File: src/rtl/paper_cpu_sequencer_if.sv
// Bus bundle between the paper-CPU sequencer, program memory and the
// register-file/ALU datapath.
interface paper_cpu_sequencer_if #(
  parameter int PC_W = 4
);
  logic            imem_req;
  logic [PC_W-1:0] imem_addr;
  logic            imem_ack;
  logic [7:0]      imem_rdata;
  logic            zero_in;
  logic [1:0]      rf_raddr_a;
  logic [1:0]      rf_raddr_b;
  logic            rf_we;
  logic [1:0]      rf_waddr;
  logic            wdata_sel;
  logic [1:0]      imm;

  // Sequencer side: drives fetch requests and datapath strobes.
  modport master (
    output imem_req, imem_addr, rf_raddr_a, rf_raddr_b, rf_we, rf_waddr,
           wdata_sel, imm,
    input  imem_ack, imem_rdata, zero_in
  );

  // Memory/datapath side.
  modport slave (
    input  imem_req, imem_addr, rf_raddr_a, rf_raddr_b, rf_we, rf_waddr,
           wdata_sel, imm,
    output imem_ack, imem_rdata, zero_in
  );
endinterface

File: src/rtl/paper_cpu_sequencer.sv
// Control sequencer for the 2-bit paper processor. Owns pc and ir, fetches
// instructions over a req/ack handshake and steps FETCH -> DECODE -> EXEC.
// A fetch that waits TIMEOUT cycles without ack lands in a sticky FAULT.
module paper_cpu_sequencer #(
  parameter int              PC_W     = 4,
  parameter logic [PC_W-1:0] RESET_PC = '0,
  parameter int              TIMEOUT  = 8
) (
  input  logic                   clk,
  input  logic                   r_n,
  input  logic                   start,
  paper_cpu_sequencer_if.master  bus,
  output logic                   busy,
  output logic                   halted,
  output logic                   fault
);

  localparam int TW = $clog2(TIMEOUT);

  typedef enum logic [2:0] {
    S_IDLE,
    S_FETCH,
    S_DECODE,
    S_EXEC,
    S_HALT,
    S_FAULT
  } state_e;

  typedef enum logic [1:0] {
    OP_ADD  = 2'b00,
    OP_LDI  = 2'b01,
    OP_JNZ  = 2'b10,
    OP_HALT = 2'b11
  } op_e;

  state_e          state_q, state_d;
  logic [PC_W-1:0] pc_q, pc_d;
  logic [7:0]      ir_q, ir_d;
  logic [TW-1:0]   timer_q, timer_d;
  op_e             op;

  assign op = op_e'(ir_q[7:6]);

  // State, pc, ir and fetch-wait timer registers with async reset.
  always_ff @(posedge clk or negedge r_n) begin
    if (!r_n) begin
      state_q <= S_IDLE;
      pc_q    <= RESET_PC;
      ir_q    <= 8'h00;
      timer_q <= '0;
    end else begin
      state_q <= state_d;
      pc_q    <= pc_d;
      ir_q    <= ir_d;
      timer_q <= timer_d;
    end
  end

  // Next-state logic; ack on the last allowed fetch cycle beats the timeout.
  always_comb begin
    state_d = state_q;
    pc_d    = pc_q;
    ir_d    = ir_q;
    timer_d = timer_q;
    unique case (state_q)
      S_IDLE: begin
        if (start) state_d = S_FETCH;
      end
      S_FETCH: begin
        if (bus.imem_ack) begin
          ir_d    = bus.imem_rdata;
          timer_d = '0;
          state_d = S_DECODE;
        end else if (timer_q == TW'(TIMEOUT - 1)) begin
          state_d = S_FAULT;
        end else begin
          timer_d = timer_q + TW'(1);
        end
      end
      S_DECODE: begin
        state_d = (op == OP_HALT) ? S_HALT : S_EXEC;
      end
      S_EXEC: begin
        if (op == OP_JNZ && !bus.zero_in) pc_d = PC_W'(ir_q[3:0]);
        else                              pc_d = pc_q + PC_W'(1);
        state_d = S_FETCH;
      end
      S_HALT: begin
        if (start) begin
          pc_d    = RESET_PC;
          state_d = S_FETCH;
        end
      end
      S_FAULT: begin
        state_d = S_FAULT;
      end
      default: begin
        state_d = S_IDLE;
      end
    endcase
  end

  // Moore strobes from state; field decodes straight from ir.
  always_comb begin
    bus.imem_req   = (state_q == S_FETCH);
    bus.imem_addr  = pc_q;
    bus.rf_we      = (state_q == S_EXEC) && (op == OP_ADD || op == OP_LDI);
    bus.wdata_sel  = (op == OP_LDI);
    bus.rf_raddr_a = ir_q[5:4];
    bus.rf_raddr_b = ir_q[3:2];
    bus.rf_waddr   = ir_q[5:4];
    bus.imm        = ir_q[1:0];
    busy           = (state_q == S_FETCH) || (state_q == S_DECODE) ||
                     (state_q == S_EXEC);
    halted         = (state_q == S_HALT);
    fault          = (state_q == S_FAULT);
  end

endmodule

File: src/flat_wrapper.sv
// flat-port wrapper written by rule: the top's interface ports become plain ports
module paper_cpu_sequencer_flat 
#(
  parameter int              PC_W     = 4,
  parameter logic [PC_W-1:0] RESET_PC = '0,
  parameter int              TIMEOUT  = 8
)
  (clk, r_n, start, busy, halted, fault, bus_imem_req, bus_imem_addr, bus_rf_raddr_a, bus_rf_raddr_b, bus_rf_we, bus_rf_waddr, bus_wdata_sel, bus_imm, bus_imem_ack, bus_imem_rdata, bus_zero_in);
  paper_cpu_sequencer_if #(.PC_W(PC_W)) bus_i ();
  input  logic clk;
  input  logic r_n;
  input  logic start;
  output logic busy;
  output logic halted;
  output logic fault;
  output wire logic [$bits(bus_i.imem_req)-1:0] bus_imem_req;
  output wire logic [$bits(bus_i.imem_addr)-1:0] bus_imem_addr;
  output wire logic [$bits(bus_i.rf_raddr_a)-1:0] bus_rf_raddr_a;
  output wire logic [$bits(bus_i.rf_raddr_b)-1:0] bus_rf_raddr_b;
  output wire logic [$bits(bus_i.rf_we)-1:0] bus_rf_we;
  output wire logic [$bits(bus_i.rf_waddr)-1:0] bus_rf_waddr;
  output wire logic [$bits(bus_i.wdata_sel)-1:0] bus_wdata_sel;
  output wire logic [$bits(bus_i.imm)-1:0] bus_imm;
  input wire logic [$bits(bus_i.imem_ack)-1:0] bus_imem_ack;
  input wire logic [$bits(bus_i.imem_rdata)-1:0] bus_imem_rdata;
  input wire logic [$bits(bus_i.zero_in)-1:0] bus_zero_in;
  assign bus_imem_req = bus_i.imem_req;
  assign bus_imem_addr = bus_i.imem_addr;
  assign bus_rf_raddr_a = bus_i.rf_raddr_a;
  assign bus_rf_raddr_b = bus_i.rf_raddr_b;
  assign bus_rf_we = bus_i.rf_we;
  assign bus_rf_waddr = bus_i.rf_waddr;
  assign bus_wdata_sel = bus_i.wdata_sel;
  assign bus_imm = bus_i.imm;
  assign bus_i.imem_ack = bus_imem_ack;
  assign bus_i.imem_rdata = bus_imem_rdata;
  assign bus_i.zero_in = bus_zero_in;
  paper_cpu_sequencer #(.PC_W(PC_W), .RESET_PC(RESET_PC), .TIMEOUT(TIMEOUT)) u_core (.clk(clk), .r_n(r_n), .start(start), .bus(bus_i), .busy(busy), .halted(halted), .fault(fault));
endmodule
File: config.mk
export PLATFORM = sky130hd
export DESIGN_NAME = paper_cpu_sequencer_flat
export DESIGN_NICKNAME = d
export VERILOG_FILES = /design/src/rtl/paper_cpu_sequencer_if.sv /design/src/rtl/paper_cpu_sequencer.sv /design/src/flat_wrapper.sv
export SDC_FILE = /design/constraint.sdc
export NUM_CORES = 1
export LEC_CHECK = 0
export BUFFER_PORTS_ARGS = -buffer_cell sky130_fd_sc_hd__buf_4
export CAP_MARGIN = 5
export CORE_UTILIZATION = 35
export CTS_BUF_LIST = sky130_fd_sc_hd__clkbuf_2
export DETAILED_ROUTE_END_ITERATION = 12
export MAX_ROUTING_LAYER = met4
export PLACE_DENSITY = 0.56
export SYNTH_ARGS = -nofsm -noshare
export SYNTH_HDL_FRONTEND = slang
export SYNTH_SLANG_ARGS = --single-unit
File: constraint.sdc
create_clock -name clk -period 4.5 [get_ports clk]
set_input_delay 0.45 -clock clk [delete_from_list [all_inputs] [get_ports clk]]
set_output_delay 0.45 -clock clk [all_outputs]
set_load 0.02 [all_outputs]
== After elaboration in Yosys (flattened, before gate mapping) ==
Cells that the tools add are included.
Word-level totals
  memory bits (writable): 0
  bits in latches: 0
  register bits: 18
  output and inout port bits: 18
  memories: 0
  ROM bits: 0
  bits of input ports: 13
Cells by class
  multiply operators: 0
  add/sub/neg operators: 2
  equality and inequality tests: 13
  bitwise operators: 0
  reductions and logical operators: 14
  muxes and demuxes: 10
  $lt $le $gt $ge: 0
  divide/modulo/power cells: 0
  shift-type cells: 0
Operators by type and width (number)
  $mux 3: 6
  $pmux 3 s5: 1
  $eq 3x3->1 const B: 3
  $mux 4: 2
  $pmux 4 s2: 1
  $reduce_and 2->1: 4
  $eq 3x2->1 const B: 2
  $add 4x1->4 const B: 1
  $eq 2x2->1 const B: 2
  $ne 2x2->1 const B: 2
  $add 3x1->3 const B: 1
  $eq 3x1->1 const B: 1
  $logic_not 3->1: 1
  $logic_or 1x1->1: 3
  $ne 3x1->1 const B: 1
  $eq 2x1->1 const B: 1
  $logic_and 1x1->1: 2
  $logic_not 2->1: 1
  $ne 2x1->1 const B: 1
  $reduce_bool 2->1: 1
  $reduce_or 2->1: 1
  $logic_not 1->1: 1

== Depth between registers and ports, before layout ==
  word-level depth: 4
  depth in mapped cells: 5
  mapped depth without buffers: 5

== Worst setup path before layout ==
OpenSTA, ideal clock, no wires.
  path kind: register to register
  start point: register u_core.state_q[1]
  end point: register u_core.pc_q[2] (netlist: u_core.bus.imem_addr[2])
  path slack: 2.657 ns
  clock period less this slack: 1.843 ns
  stages on the path, launching flop included: 5
  buffers on the path: 1
  arrival: 1.717 ns
  required time: 4.374 ns
  setup time: 0.126 ns
  cell sequence: dfrtp_1 -> buf_2 -> nor3b_1 -> a21oi_1 -> a221o_1
On the way
  cells in the longest elaborated chain, start to end: 3
  elaborated cells on any way between the ends: 6
  classes of those cells: eq/ne (3); mux (1); reduce/logical (2)
RTL lines
  start: declaration: RTL line paper_cpu_sequencer.sv:36  | state_e state_q, state_d;
  start signal: assignment: RTL line paper_cpu_sequencer.sv:52  | state_q <= state_d;
  $eq 3x3->1 (*)
  via halted: RTL line flat_wrapper.sv:14  | output logic halted;
  $ne 2x2->1 (no line) / $reduce_bool 2->1 (equally long branches)
  $reduce_and 2->1 (no line)
  end signal: assignment: RTL line paper_cpu_sequencer.sv:53  | pc_q <= pc_d;
  end: declaration: RTL line paper_cpu_sequencer.sv:37  | logic [PC_W-1:0] pc_q, pc_d;
Mark *: on every way through the listed nets, which the timed path passes. The rest lies on a longest branch.
A chain may end at the register's enable or synchronous reset.

== Worst setup path after layout ==
  start point: register u_core.state_q[1]
  end point: output bus_rf_we
On the way
  cells in the longest elaborated chain, start to end: 2
RTL lines
  $eq 3x2->1: RTL line paper_cpu_sequencer.sv:107  | bus.rf_we = (state_q == S_EXEC) && (op == OP_ADD || op == OP_LDI);
  $logic_and 1x1->1: RTL line paper_cpu_sequencer.sv:107
  end: declaration: RTL line flat_wrapper.sv:20  | output wire logic [$bits(bus_i.rf_we)-1:0] bus_rf_we;
Every way passes these cells.

==> run_results.csv <==
group,metric,value,unit
routing,vias,835,
critical_path,r2r_slack,2.44,ns
routing,first_iter_violations,20,
power,p_seq_share,37.7,%
layout,area_delta_synth_final,19.5,%
critical_path,r2r_start,"u_core.state_q[0]",
logic_synthesis,synthCells,100,
power,comb_power_share,54.4,%
grt,grtUsageMet1,21.0,%
layout,layout.area.seq,450,um2
sta,finalCritPeriodShare,46.9,%
sta,rsz0062_at_grt,"false",
logic_synthesis,synth_adder_area_share,3.54,%
floorplan,core_area,0.00281,mm2
critical_path,path_cells,"inv_1 -> or2_2 -> nor2_1 -> buf_4",
run,cap_violations,0,
sta,fin_crit,2.11,ns
power,powerDensity,716,mW/mm2
logic_synthesis,synth_xor_area_share,0,%
grt,grt.total_usage,15.4,%
floorplan,rows,19,
critical_path,crit_buf_inv,2,
logic_synthesis,syn_nets,116,
power,max-vdd-ir-drop,354,uV
sta,timing.fmax,474,MHz
logic_synthesis,avgSynthCellArea,10.6,um2
routing,routedWlPerCell,14.9,um
routing,viasPerCell,5.49,
layout,antennaDiodeCount,0,
grt,grt_pass1_vias,819,
logic_synthesis,synth_compound_area_share,12.0,%
routing,wirelength,2270,um
power,p_clk_share,8.0,%
sta,finalSetupViolations,0,
routing,dr.pass1.iters,8,
critical_path,path_delay_family,"flip-flops",
logic_synthesis,synth_top_family_by_area,"simple AND/OR/NAND/NOR gates",
critical_path,cp_max_fo,10,
clock_network,cts_buffers,3,
power,finalPower,0.000907,W
critical_path,worstRegToRegCells,2,
layout,nNetsFinal,138,
power,p_sw_share,44.5,%
grt,grt_max_degree,19,
clock_network,clk_pin_slew_worst_paths,0.18,ns
logic_synthesis,synth_cell_types,42,
power,cell_internal_pwr,0.000503,W
critical_path,start_kind,"register",
sta,hold_viol,0,
grt,use_met2,23.2,%
logic_synthesis,ys.flop_type,"dfrtp_1",
logic_synthesis,synthMuxAreaShare,12.7,%
floorplan,fp.dieH,57.1,um
place,port_buffers,30,
worst_hold_path,hold_path.class,"in2reg",
grt,grt.met3_usage,2.95,%
layout,fillers,285,
logic_synthesis,yosysTopAreaCellShare,42.5,%
grt,grt_busiest_layer,"met2",
place,dp.cells,147,
routing,drc_errors,2,
critical_path,cp-end-kind,"output pin",
critical_path,max_stage_delay,0.57,ns
power,leakage,0.611,nW
place,place.gp.congestion,0.807,
logic_synthesis,ys_seq_elements,18,
worst_hold_path,holdPathEnd,"u_core.ir_q[5]",
layout,drive_gt1_share,40.5,%
sta,setup_tns,0,ns
clock_network,cts.repair.resized,0,
clock_network,cts.sinks,18,
worst_hold_path,hold_depth,2,
sta,drv_slew,0,
clock_network,h-tree-depth,1,
logic_synthesis,synthSimpleGateAreaFrac,19.1,%
critical_path,r2r-end,"u_core.ir_q[3]",
clock_network,clock_latency,0.30,ns
sta,skew,0.00245,ns
floorplan,dieArea,0.00326,mm2
logic_synthesis,yosys.area.top_type,"dfrtp_1",
grt,grt_pass1_wl,3760,um
outcome,violations,"design-rule violations",
clock_network,cts_root_buf,"clkbuf_2",
routing,drtAntennaViolNets,0,
floorplan,start_util,37.8,%
logic_synthesis,netlist_area,0.00106,mm2
layout,instances_no_fill,152,
floorplan,io_pins,31,
sta,worst_slew_pin_slew,1.05,ns
critical_path,cp.arrival,1.66,ns
worst_hold_path,min_from,"bus_imem_rdata[5]",
layout,multi_input_area,509,um2
logic_synthesis,synthTopCellsByArea,"dfrtp_1 (42%), mux2_2 (8.5%), buf_4 (5.7%), ha_1 (3.5%), mux2i_1 (2.8%)",
sta,slew_headroom,28.7,%
grt,antenna_found_initial,0,
logic_synthesis,yosysWarnings,0,
clock_network,cts_setup_buffers,0,
grt,grt.overflow.total,0,
outcome,status,"finished with violations",
logic_synthesis,async_reset_ff_share,100,%
place,dp_hpwl,1630,um
floorplan,die_w,57.1,um
critical_path,required,4.05,ns
critical_path,crit_slowest_cell,"dfrtp_1",
critical_path,critical_path_class,"reg2out",
clock_network,cts_tree,"done",
logic_synthesis,synth_edf_count,0,
power,switchingPower,0.000404,W
clock_network,clk_path_buf_depth,2,
logic_synthesis,seq_area_frac_synth,42.5,%
## worst max-delay path by stage
stage	from	endpoint	slack [ns]	cells after the start
after floorplan	u_core.state_q[1]	u_core.bus.imem_addr[2]	2.66	4
after global routing	u_core.state_q[1]	bus_rf_we	2.27	4
final	u_core.state_q[1]	bus_rf_we	2.39	4
after global placement	u_core.state_q[0]	u_core.ir_q[0]	2.47	2
after detailed placement	u_core.state_q[0]	u_core.ir_q[4]	2.43	2
after CTS	u_core.state_q[1]	bus_rf_we	2.38	4
## cells in the mapped netlist, drive strengths merged, types with 2 or more instances
cell / count
dfrtp: 18
buf: 12
mux2: 9
nand2: 6
inv: 4
o21ai: 4
a21oi: 3
ha: 3
mux2i: 3
nand3: 3
nor2: 3
a22oi: 2
a32o: 2
and3b: 2
and4b: 2
clkbuf: 2
nor4b: 2
or2: 2
or3b: 2
## metal layers
metal	part of all wire (%)	vias to the layer above
li1	-	403
met1	48	408
met2	47	22
met3	4.7	2
met4	0.44	0
met5	0	-
## cell families (layout without fill, tap and decap cells)
group,after synthesis,in the layout
and+or+nand+nor,31,31
muxes,12,12
DFF,18,18
buffers and inverters,18,39
adders and majority gates,3,3
AOI/OAI and AO/OA,18,18
## cell usage in the layout, fill, tap and decap left out, drive strengths merged, types with 2 or more instances in the layout
cell,n
or3b,2
or2,2
clkbuf,3
o21ai,4
and3b,2
inv,4
mux2,9
ha,3
nor4b,2
nand3,3
a22oi,2
a32o,2
buf,30
mux2i,3
nand2,6
a21oi,3
and4b,2
nor2,3
dfrtp,18
## power groups by stage
stage / clock network, W / logic [W] / registers, W
after floorplan: 0 / 0.000398 / 0.000307
after detailed placement: 0 / 0.000496 / 0.000342
after CTS: 0.0000756 / 0.000498 / 0.000339
final: 0.0000722 / 0.000493 / 0.000342
after global placement: 0 / 0.000491 / 0.000335
after global routing: 0.0000803 / 0.000530 / 0.000357
## worst register-to-register path: stages, from the launching register on
cell      delay, ns
dfrtp_1        0.58
nor4bb_2       0.98
mux2_2         0.42
## stage by stage
stage                     instance area (um2)  hold WS [ns]  worst slack (ns)  util, %
after floorplan                          1060         0.154              2.66        -
after global placement                   1240         0.340              2.47     44.2
after detailed placement                 1240         0.339              2.43     44.2
after CTS                                1270         0.342              2.38     45.2
after global routing                     1270         0.328              2.27     45.2
final                                    1270         0.358              2.39     45.2
## sequential cells by signal (all words and copies together), names as in the netlist
signal	cells
u_core.timer_q	3
u_core.bus.imem_addr	4
u_core.ir_q	8
u_core.state_q	3
## cell type report
type | instances | share of cell area, %
clock buffer | 3 | 1.18
clock inverter | 1 | 0.296
inverter | 4 | 1.18
multi-input combinational | 64 | 40.2
sequential | 18 | 35.5
tap | 31 | 3.06
timing repair buffer | 31 | 18.6
## timing repair
item	in CTS	in global routing
endpoints found under the hold margin	18	0
hold buffers	1	0
endpoints found under the setup margin	0	0
Note: power is estimated with default switching activity, not from simulation.
